### src/rtl/ser_tx_negsample_if.sv
// Frame request and serial-link signals for ser_tx_negsample.
// master is the requesting side, slave is the transmitter.
interface ser_tx_negsample_if #(
    parameter int DATA_W = 8
);
    logic              START;
    logic [DATA_W-1:0] DIN;
    logic              BUSY;
    logic              DONE;
    logic              SCLK;
    logic              SDO;
    logic              SCS;

    modport master (
        output START,
        output DIN,
        input  BUSY,
        input  DONE,
        input  SCLK,
        input  SDO,
        input  SCS
    );

    modport slave (
        input  START,
        input  DIN,
        output BUSY,
        output DONE,
        output SCLK,
        output SDO,
        output SCS
    );
endinterface

### src/rtl/ser_tx_negsample.sv
// MSB-first serial transmitter; SDO launches on rising SCLK so a
// negedge receiver samples mid-bit. All outputs are registered.
module ser_tx_negsample #(
    parameter int DATA_W  = 8,
    parameter int CLK_DIV = 2
) (
    input  logic              CLK,
    input  logic              RST,
    ser_tx_negsample_if.slave bus
);
    localparam int CW = (CLK_DIV > 1) ? $clog2(CLK_DIV) : 1;
    localparam int BW = $clog2(DATA_W + 1);

    localparam logic [CW-1:0] CNT_LAST = CW'(CLK_DIV - 1);
    localparam logic [BW-1:0] BIT_LAST = BW'(DATA_W - 1);

    typedef enum logic [1:0] {
        IDLE,
        LEAD,
        SHIFT,
        TRAIL
    } state_e;

    state_e            state_q;
    state_e            state_d;
    logic [CW-1:0]     cnt_q;
    logic [CW-1:0]     cnt_d;
    logic [BW-1:0]     bit_q;
    logic [BW-1:0]     bit_d;
    logic [DATA_W-1:0] shreg_q;
    logic [DATA_W-1:0] shreg_d;
    logic              busy_q;
    logic              busy_d;
    logic              done_q;
    logic              done_d;
    logic              sclk_q;
    logic              sclk_d;
    logic              sdo_q;
    logic              sdo_d;
    logic              scs_q;
    logic              scs_d;

    logic              tick;
    logic              last_bit;

    assign tick     = (cnt_q == CNT_LAST);
    assign last_bit = (bit_q == BIT_LAST);

    always_ff @(posedge CLK) begin
        if (RST) begin
            state_q <= IDLE;
        end else begin
            state_q <= state_d;
        end
    end

    always_comb begin
        state_d = state_q;
        unique case (state_q)
            IDLE: begin
                if (bus.START) begin
                    state_d = LEAD;
                end
            end
            LEAD: begin
                if (tick) begin
                    state_d = SHIFT;
                end
            end
            SHIFT: begin
                if (tick && sclk_q && last_bit) begin
                    state_d = TRAIL;
                end
            end
            TRAIL: begin
                if (tick) begin
                    state_d = IDLE;
                end
            end
            default: begin
                state_d = IDLE;
            end
        endcase
    end

    // Shift happens on falls (internal only); SDO loads the new MSB on rises.
    always_comb begin
        cnt_d   = '0;
        bit_d   = bit_q;
        shreg_d = shreg_q;
        busy_d  = busy_q;
        done_d  = 1'b0;
        sclk_d  = sclk_q;
        sdo_d   = sdo_q;
        scs_d   = scs_q;
        if ((state_q != IDLE) && !tick) begin
            cnt_d = cnt_q + 1'b1;
        end
        unique case (state_q)
            IDLE: begin
                if (bus.START) begin
                    shreg_d = bus.DIN;
                    sdo_d   = bus.DIN[DATA_W-1];
                    scs_d   = 1'b0;
                    busy_d  = 1'b1;
                    bit_d   = '0;
                end
            end
            LEAD: begin
                if (tick) begin
                    sclk_d = 1'b1;
                    sdo_d  = shreg_q[DATA_W-1];
                end
            end
            SHIFT: begin
                if (tick) begin
                    if (sclk_q) begin
                        sclk_d  = 1'b0;
                        bit_d   = bit_q + 1'b1;
                        shreg_d = shreg_q << 1;
                    end else begin
                        sclk_d = 1'b1;
                        sdo_d  = shreg_q[DATA_W-1];
                    end
                end
            end
            TRAIL: begin
                if (tick) begin
                    scs_d   = 1'b1;
                    busy_d  = 1'b0;
                    done_d  = 1'b1;
                    sdo_d   = 1'b0;
                    bit_d   = '0;
                    shreg_d = '0;
                end
            end
            default: begin
                sclk_d = 1'b0;
            end
        endcase
    end

    always_ff @(posedge CLK) begin
        if (RST) begin
            cnt_q   <= '0;
            bit_q   <= '0;
            shreg_q <= '0;
            busy_q  <= 1'b0;
            done_q  <= 1'b0;
            sclk_q  <= 1'b0;
            sdo_q   <= 1'b0;
            scs_q   <= 1'b1;
        end else begin
            cnt_q   <= cnt_d;
            bit_q   <= bit_d;
            shreg_q <= shreg_d;
            busy_q  <= busy_d;
            done_q  <= done_d;
            sclk_q  <= sclk_d;
            sdo_q   <= sdo_d;
            scs_q   <= scs_d;
        end
    end

    assign bus.BUSY = busy_q;
    assign bus.DONE = done_q;
    assign bus.SCLK = sclk_q;
    assign bus.SDO  = sdo_q;
    assign bus.SCS  = scs_q;
endmodule

### src/flat_wrapper.sv
// flat-port wrapper written by rule: the top's interface ports become plain ports
module ser_tx_negsample_flat 
#(
    parameter int DATA_W  = 8,
    parameter int CLK_DIV = 2
)
  (CLK, RST, bus_START, bus_DIN, bus_BUSY, bus_DONE, bus_SCLK, bus_SDO, bus_SCS);
  ser_tx_negsample_if #(.DATA_W(DATA_W)) bus_i ();
  input  logic CLK;
  input  logic RST;
  input wire logic [$bits(bus_i.START)-1:0] bus_START;
  input wire logic [$bits(bus_i.DIN)-1:0] bus_DIN;
  output wire logic [$bits(bus_i.BUSY)-1:0] bus_BUSY;
  output wire logic [$bits(bus_i.DONE)-1:0] bus_DONE;
  output wire logic [$bits(bus_i.SCLK)-1:0] bus_SCLK;
  output wire logic [$bits(bus_i.SDO)-1:0] bus_SDO;
  output wire logic [$bits(bus_i.SCS)-1:0] bus_SCS;
  assign bus_i.START = bus_START;
  assign bus_i.DIN = bus_DIN;
  assign bus_BUSY = bus_i.BUSY;
  assign bus_DONE = bus_i.DONE;
  assign bus_SCLK = bus_i.SCLK;
  assign bus_SDO = bus_i.SDO;
  assign bus_SCS = bus_i.SCS;
  ser_tx_negsample #(.DATA_W(DATA_W), .CLK_DIV(CLK_DIV)) u_core (.CLK(CLK), .RST(RST), .bus(bus_i));
endmodule
### config.mk
export PLATFORM = sky130hd
export DESIGN_NAME = ser_tx_negsample_flat
export DESIGN_NICKNAME = d
export VERILOG_FILES = /design/src/rtl/ser_tx_negsample_if.sv /design/src/rtl/ser_tx_negsample.sv /design/src/flat_wrapper.sv
export SDC_FILE = /design/constraint.sdc
export NUM_CORES = 1
export LEC_CHECK = 0
export CAP_MARGIN = 15
export CORE_UTILIZATION = 55
export CTS_BUF_LIST = sky130_fd_sc_hd__clkbuf_4 sky130_fd_sc_hd__clkbuf_8
export CTS_CLUSTER_SIZE = 10
export DETAILED_ROUTE_END_ITERATION = 8
export PLACE_DENSITY_LB_ADDON = 0.1
export SETUP_SLACK_MARGIN = 0.5
export SYNTH_ARGS = -nofsm -noshare
export SYNTH_HDL_FRONTEND = slang
export SYNTH_SLANG_ARGS = --single-unit
### constraint.sdc
create_clock -name CLK -period 3.6 [get_ports CLK]
set_clock_uncertainty 0.15 [all_clocks]
set_input_delay 0.72 -clock CLK [delete_from_list [all_inputs] [get_ports CLK]]
set_output_delay 0.72 -clock CLK [all_outputs]
set_load 0.01 [all_outputs]
==> summary.md, run 1 <==
| Metric | Value |
|---|---|
| Ratio of cells with drive above 1 in the final layout | `8.59%` |
| Initial Util | `59.9%` |
| Inserted Clock Buffers | `3` |
| Htree depth | `1` |
| Period utilization | `69.1%` |
| Vias after detailed routing | `883` |
| HP Class | `register to register` |
| Final worst path period need | `2.49 ns` |
| Vias in the first global route | `768` |
| Root buf cell | `clkbuf_4` |
| Dpl ws | `0.858 ns` |
| Post-synth EDFFs | `0` |
| Die Ht | `45.6 um` |
| Slew HR | `42.6%` |
| Die Wd | `45.6 um` |
| Peak supply drop | `0.545 mV` |
| P_leak | `0.000459 uW` |
| CTS resizes | `0` |
| Pre-antenna DRT Iters | `4` |
| Layout area overhead | `16.2%` |
| Hold Path Cell Cnt | `2` |
| Synth area leaders | `dfxtp_1 38%, ha_1 8.4%, a211oi_1 6.5%` |
| Seq/Total Area, Yosys | `38.3%` |
| GR Overflow Total | `0` |
| Final hold vios | `0` |
| Setup TNS | `0 ns` |
| Vias per cell | `5.77` |
| Layer with the highest usage | `met2` |
| Worst Path Max Fanout | `19` |
| Worst reg-to-reg path cell count | `5` |
| DRT antenna net count | `0` |
| Mapped Nets | `134` |
| Final WL | `2010 um` |
| First-pass GRT wire length | `3390 um` |
| Post-CTS Setup Bufs | `0` |
| Met3 Use GR | `3.57%` |
| Clk sinks | `20` |
| Synth Instances | `116` |
| Met2 Usage GRT | `36.0%` |
| Pin slew with the least headroom to its limit | `0.861 ns` |
| RSZ-0062 raised after global routing | `no` |
| Power Density | `734 mW/mm^2` |
| Buffers on Ports | `15` |
| Antenna cells | `0` |
| Warnings, synthesis | `0` |
| Drt drc | `0` |
| Clk slew on worst S/H paths | `0.11 ns` |
| Mean Syn Cell Area | `9.01 sq um` |
| Critical path type | `register to register` |
| NumNets Final | `148` |
| GRT Overall Usage | `22.4%` |
| Max Slew Vio Count | `0` |
| #FFs+latches synth | `20` |
| Initial antenna violation count | `0` |
| TritonCTS clock tree | `yes` |
| Post-DP HPWL | `1470 um` |
| DR iter-0 viols | `28` |
| Pin count of the biggest net entering global routing | `20` |
| Boundary pin count | `16` |
| Count of different cell masters after synthesis | `33` |
| Yosys top cell area share | `38.3%` |
| Clock Tree Buf Depth | `2` |
| Die ar. | `0.00208 sq mm` |
| Max-Cap Viols | `0` |
| Final GP Congestion | `0.826` |
| Critical path arrival | `2.54 ns` |
| Status | `finished, final reports clean` |
| Site Rows | `15` |
| Critical path data required time | `3.65 ns` |
| Endpoints failing setup | `0` |
| Crit start category | `register` |
| Met1 GRT Util | `29.7%` |
| Clk Latency, worst-skew pair | `0.30 ns` |
| F_max | `0.402 GHz` |
| Fin util | `69.5%` |
| Wire length per cell | `13.1 um` |
| Post-synth top area cell | `dfxtp_1` |
| Core area | `0.00175 sq mm` |
| Setup crit end kind | `register` |
| Mapped cell area | `0.00104 sq mm` |
| Worst reg2reg setup slack | `1.11 ns` |
| Worst setup margin | `1.11 ns` |
| CTS Hold Buffers Added | `0` |
| Async SR Flop Fraction | `0%` |
| Ys flop type | `dfxtp_1` |
synthesized netlist by cell type, types with 2 or more instances:
cell       n
a21oi_1    9
a211oi_1   9
dfxtp_1   20
nor2_1    17
nand2b_1   2
clkbuf_1   3
a22oi_1    7
inv_1      6
o32ai_1    2
nand2_1    5
or3_1      2
nor3_1     2
ha_1       7
nand3_1    4
a311oi_1   2
o21ai_0    2
registers in the layout (all words and copies together) (netlist names):
signal and count:
u_core.bit_q 4, u_core.bus.SCS 1, u_core.state_q 2, u_core.bus.SCLK 1
u_core.bus.DONE 1, u_core.bus.SDO 1, u_core.cnt_q 1, u_core.bus.BUSY 1
u_core.shreg_q 8
critical path, stage by stage (launching register included):
cell       delay [ns]
dfxtp_1          0.43
inv_1            0.11
ha_1             0.46
a2111oi_4        0.87
nor2_1           0.10
a211oi_1         0.26
power breakdown:
part / internal [uW] / switching, uW / total [uW]
Combinational: 194 / 249 / 443
Sequential: 290 / 52.5 / 343
Clock: 39.0 / 66.0 / 105
Total: 523 / 368 / 891
layout by cell type, fill, tap and decap left out, types with 2 or more instances in the layout:
cell type and count:
a211oi_1 9, a21oi_1 9, a22oi_1 7, a311oi_1 2
clkbuf_4 3, clkdlybuf4s50_1 15, dfxtp_1 20, ha_1 7
inv_1 6, nand2_1 5, nand2b_1 2, nand3_1 4
nor2_1 17, nor3_1 2, o21ai_0 2, o32ai_1 2
or3_1 2
final timing paths:
path,start,to
max,u_core.state_q[0],u_core.shreg_q[6]
min,u_core.shreg_q[0],u_core.shreg_q[0]
max reg2reg,u_core.state_q[0],u_core.shreg_q[6]
min reg2reg,u_core.shreg_q[0],u_core.shreg_q[0]
metrics by stage:
stage               cells  instance area, sq um  power (uW)  hold slack, ns
detailed placement    150                  1190         790           0.334
CTS                   153                  1210         893           0.351
finish                153                  1210         891           0.349
global route          153                  1210         961           0.373
global placement      150                  1190         769           0.317
floorplan             116                  1040         696           0.305
kinds of logic after synthesis:
group	Yosys count	share of synthesized area [%]
buf+inv	12	5.51
compound gates	36	26.9
fa+ha+maj	7	8.38
flops	20	38.3
simple gates	40	19.9
mux	1	0.958
per-layer routing:
| layer | part of all wire (%) | vias up | wire length (um) |
|---|---|---|---|
| met5 | 0 | - | 0 |
| met4 | 1.2 | 0 | 25 |
| met3 | 2.9 | 3 | 58 |
| met2 | 50 | 18 | 997 |
| met1 | 46 | 410 | 930 |
| li1 | - | 452 | - |
final cells by class:
type,count,area (sq um)
sequential,20,400
clock buffer,3,22.5
inverter,6,22.5
fill,150,532
tap,25,31.3
multi-input combinational,84,587
timing repair buffer,15,150
No activity file was read; power rests on OpenSTA's default activity.
==> inputs of run 2 (changes only) <==
- clock period: 3.6 -> 2.5 ns (I/O delays scaled with it)
==> run 2 against run 1 <==
Net effect: utilization increased by 10 points; first-iteration DRC count shrank 32%; sequential power increased by 48%; clock-buffer cell count is the same; final area rose by 15%; sequential share of layout area shrank 3.7 points; highest routed layer unchanged.
==> summary.md, run 2 (synthesis gave the netlist of run 1 again) <==
| Metric | Value |
|---|---|
| Ratio of cells with drive above 1 in the final layout | `22.7%` |
| Max reg flops | `8` |
| Post-DP HPWL | `1450 um` |
| Clk Latency, worst-skew pair | `0.30 ns` |
| Largest Register | `u_core.shreg_q` |
| Setup TNS | `0 ns` |
| P_leak | `0.000538 uW` |
| Top Registers | `u_core.shreg_q x8, u_core.bit_q x4, u_core.state_q x2` |
| Vias after detailed routing | `968` |
| Final hold vios | `0` |
| Pin slew with the least headroom to its limit | `0.482 ns` |
| Antenna cells | `0` |
| NumNets Final | `160` |
| Site Rows | `15` |
| Pwr Total | `1670 uW` |
| Root buf cell | `clkbuf_4` |
| Final GP Congestion | `0.813` |
| Htree depth | `1` |
| Crit-path slowest cell | `dfxtp_4` |
| Delay-heaviest family, CP | `compound AO/OA/AOI/OAI gates` |
| Max Slew Vio Count | `0` |
| Die Ht | `45.6 um` |
| Die ar. | `0.00208 sq mm` |
| Initial Util | `59.9%` |
| First-pass GRT wire length | `3460 um` |
| Vias in the first global route | `775` |
| Min-delay src | `u_core.shreg_q[0]` |
| Final worst path period need | `2.07 ns` |
| Peak supply drop | `0.923 mV` |
| TritonCTS clock tree | `yes` |
| Worst stage delay on the critical path | `0.40 ns` |
| Die Wd | `45.6 um` |
| F_max | `0.484 GHz` |
| Power Density | `1190 mW/mm^2` |
| Buf+Inv Stages, Crit Path | `1` |
| Critical path data required time | `2.56 ns` |
| Critical path type | `register to register` |
| Layout area overhead | `33.7%` |
| Pin count of the biggest net entering global routing | `19` |
| Core area | `0.00175 sq mm` |
| Wire length per cell | `14.3 um` |
| Clock Tree Buf Depth | `2` |
| DP Area | `0.00122 sq mm` |
| Slew HR | `67.7%` |
| Commonest non-fill, non-tap cells in the layout | `17 x nor2_1, 17 x dfxtp_1, 15 x clkdlybuf4s50_1` |
| DRT antenna net count | `0` |
| Status | `finished, final reports clean` |
| Initial antenna violation count | `0` |
| Endpoints failing setup | `0` |
| Setup crit end kind | `register` |
| RSZ-0062 raised after global routing | `yes` |
| Reg2reg start | `u_core.state_q[1]` |
| Critical path arrival | `2.12 ns` |
| Max-Cap Viols | `0` |
| Crit start category | `register` |
| CP cell instances | `clkinvlp_4, ha_1, or3_1, a221oi_4, nor2_1, a211oi_1` |
| Crit path from | `u_core.state_q[1]` |
| Period utilization | `82.7%` |
| Boundary pin count | `16` |
| Final WL | `2370 um` |
| Finished Cell Area | `0.00140 sq mm` |
| HP Class | `register to register` |
| Drt drc | `0` |
| Vias per cell | `5.83` |
| Pre-antenna DRT Iters | `4` |
| Worst Path Max Fanout | `4` |
| Clk sinks | `20` |
| Buffers on Ports | `15` |
| GR Overflow Total | `0` |
| GRT Overall Usage | `23.2%` |
| CTS Hold Buffers Added | `0` |
| Worst reg2reg setup slack | `0.43 ns` |
| Clk slew on worst S/H paths | `0.12 ns` |
| Inserted Clock Buffers | `3` |
| DR iter-0 viols | `19` |
==> run 2: worst paths after layout <==
| path | to | cells past startpoint |
|---|---|---|
| setup / recovery | u_core.state_q[0] | 6 |
| hold / removal | u_core.shreg_q[0] | 2 |
| setup reg to reg | u_core.state_q[0] | 6 |
| hold reg to reg | u_core.shreg_q[0] | 2 |
==> run 2: where the power goes <==
group / internal, uW / leakage (uW) / switching [uW] / total [uW]
Clock: 162 / 0.0000279 / 106 / 268
Sequential: 426 / 0.000166 / 82.9 / 509
Combinational: 440 / 0.000343 / 451 / 891
==> run 2: worst min-delay path, cell delays in order, from the launching register on <==
cell      delay [ns]
dfxtp_1         0.34
nand2b_1        0.09
a21oi_2         0.05
==> run 2: repair_timing <==
| action | 4_1_cts | 5_1_grt |
|---|---|---|
| gates resized for setup | 10 | 4 |
| endpoints found under the setup margin | 14 | 13 |
| setup buffers | 3 | 5 |
| endpoints found under the hold margin | 0 | 0 |
| pin swaps | 4 | 2 |
| gates cloned | 0 | 1 |
==> run 2: layer usage <==
metal / vias to the layer above / wire (um) / share of wire, % / GRT usage (%)
li1: 476 / - / - / -
met1: 463 / 1050 / 44 / 31.1
met2: 24 / 1160 / 49 / 38.3
met3: 5 / 113 / 4.8 / 2.78
met4: 0 / 40 / 1.7 / 7.88
met5: - / 0 / 0 / 0
==> run 2: stage by stage <==
step | instances | worst slack, ns | utilization [%] | hold WS (ns)
2_1_floorplan | 116 | 0.490 | - | 0.305
4_1_cts | 160 | 0.506 | 76.4 | 0.349
5_1_grt | 166 | 0.384 | 80.0 | 0.381
6_report | 166 | 0.432 | 80.0 | 0.353
3_5_place_dp | 153 | 0.158 | 69.7 | 0.331
3_3_place_gp | 153 | 0.197 | 69.7 | 0.320
==> run 2: area by class of cell <==
cell class | count | area, sq um
multi-input cells | 84 | 633
well taps | 25 | 31.3
clock buffers | 3 | 22.5
clock inverters | 1 | 30.0
flip-flops and latches | 20 | 409
fillers | 121 | 349
repair buffers | 27 | 244
inverters | 6 | 26.3
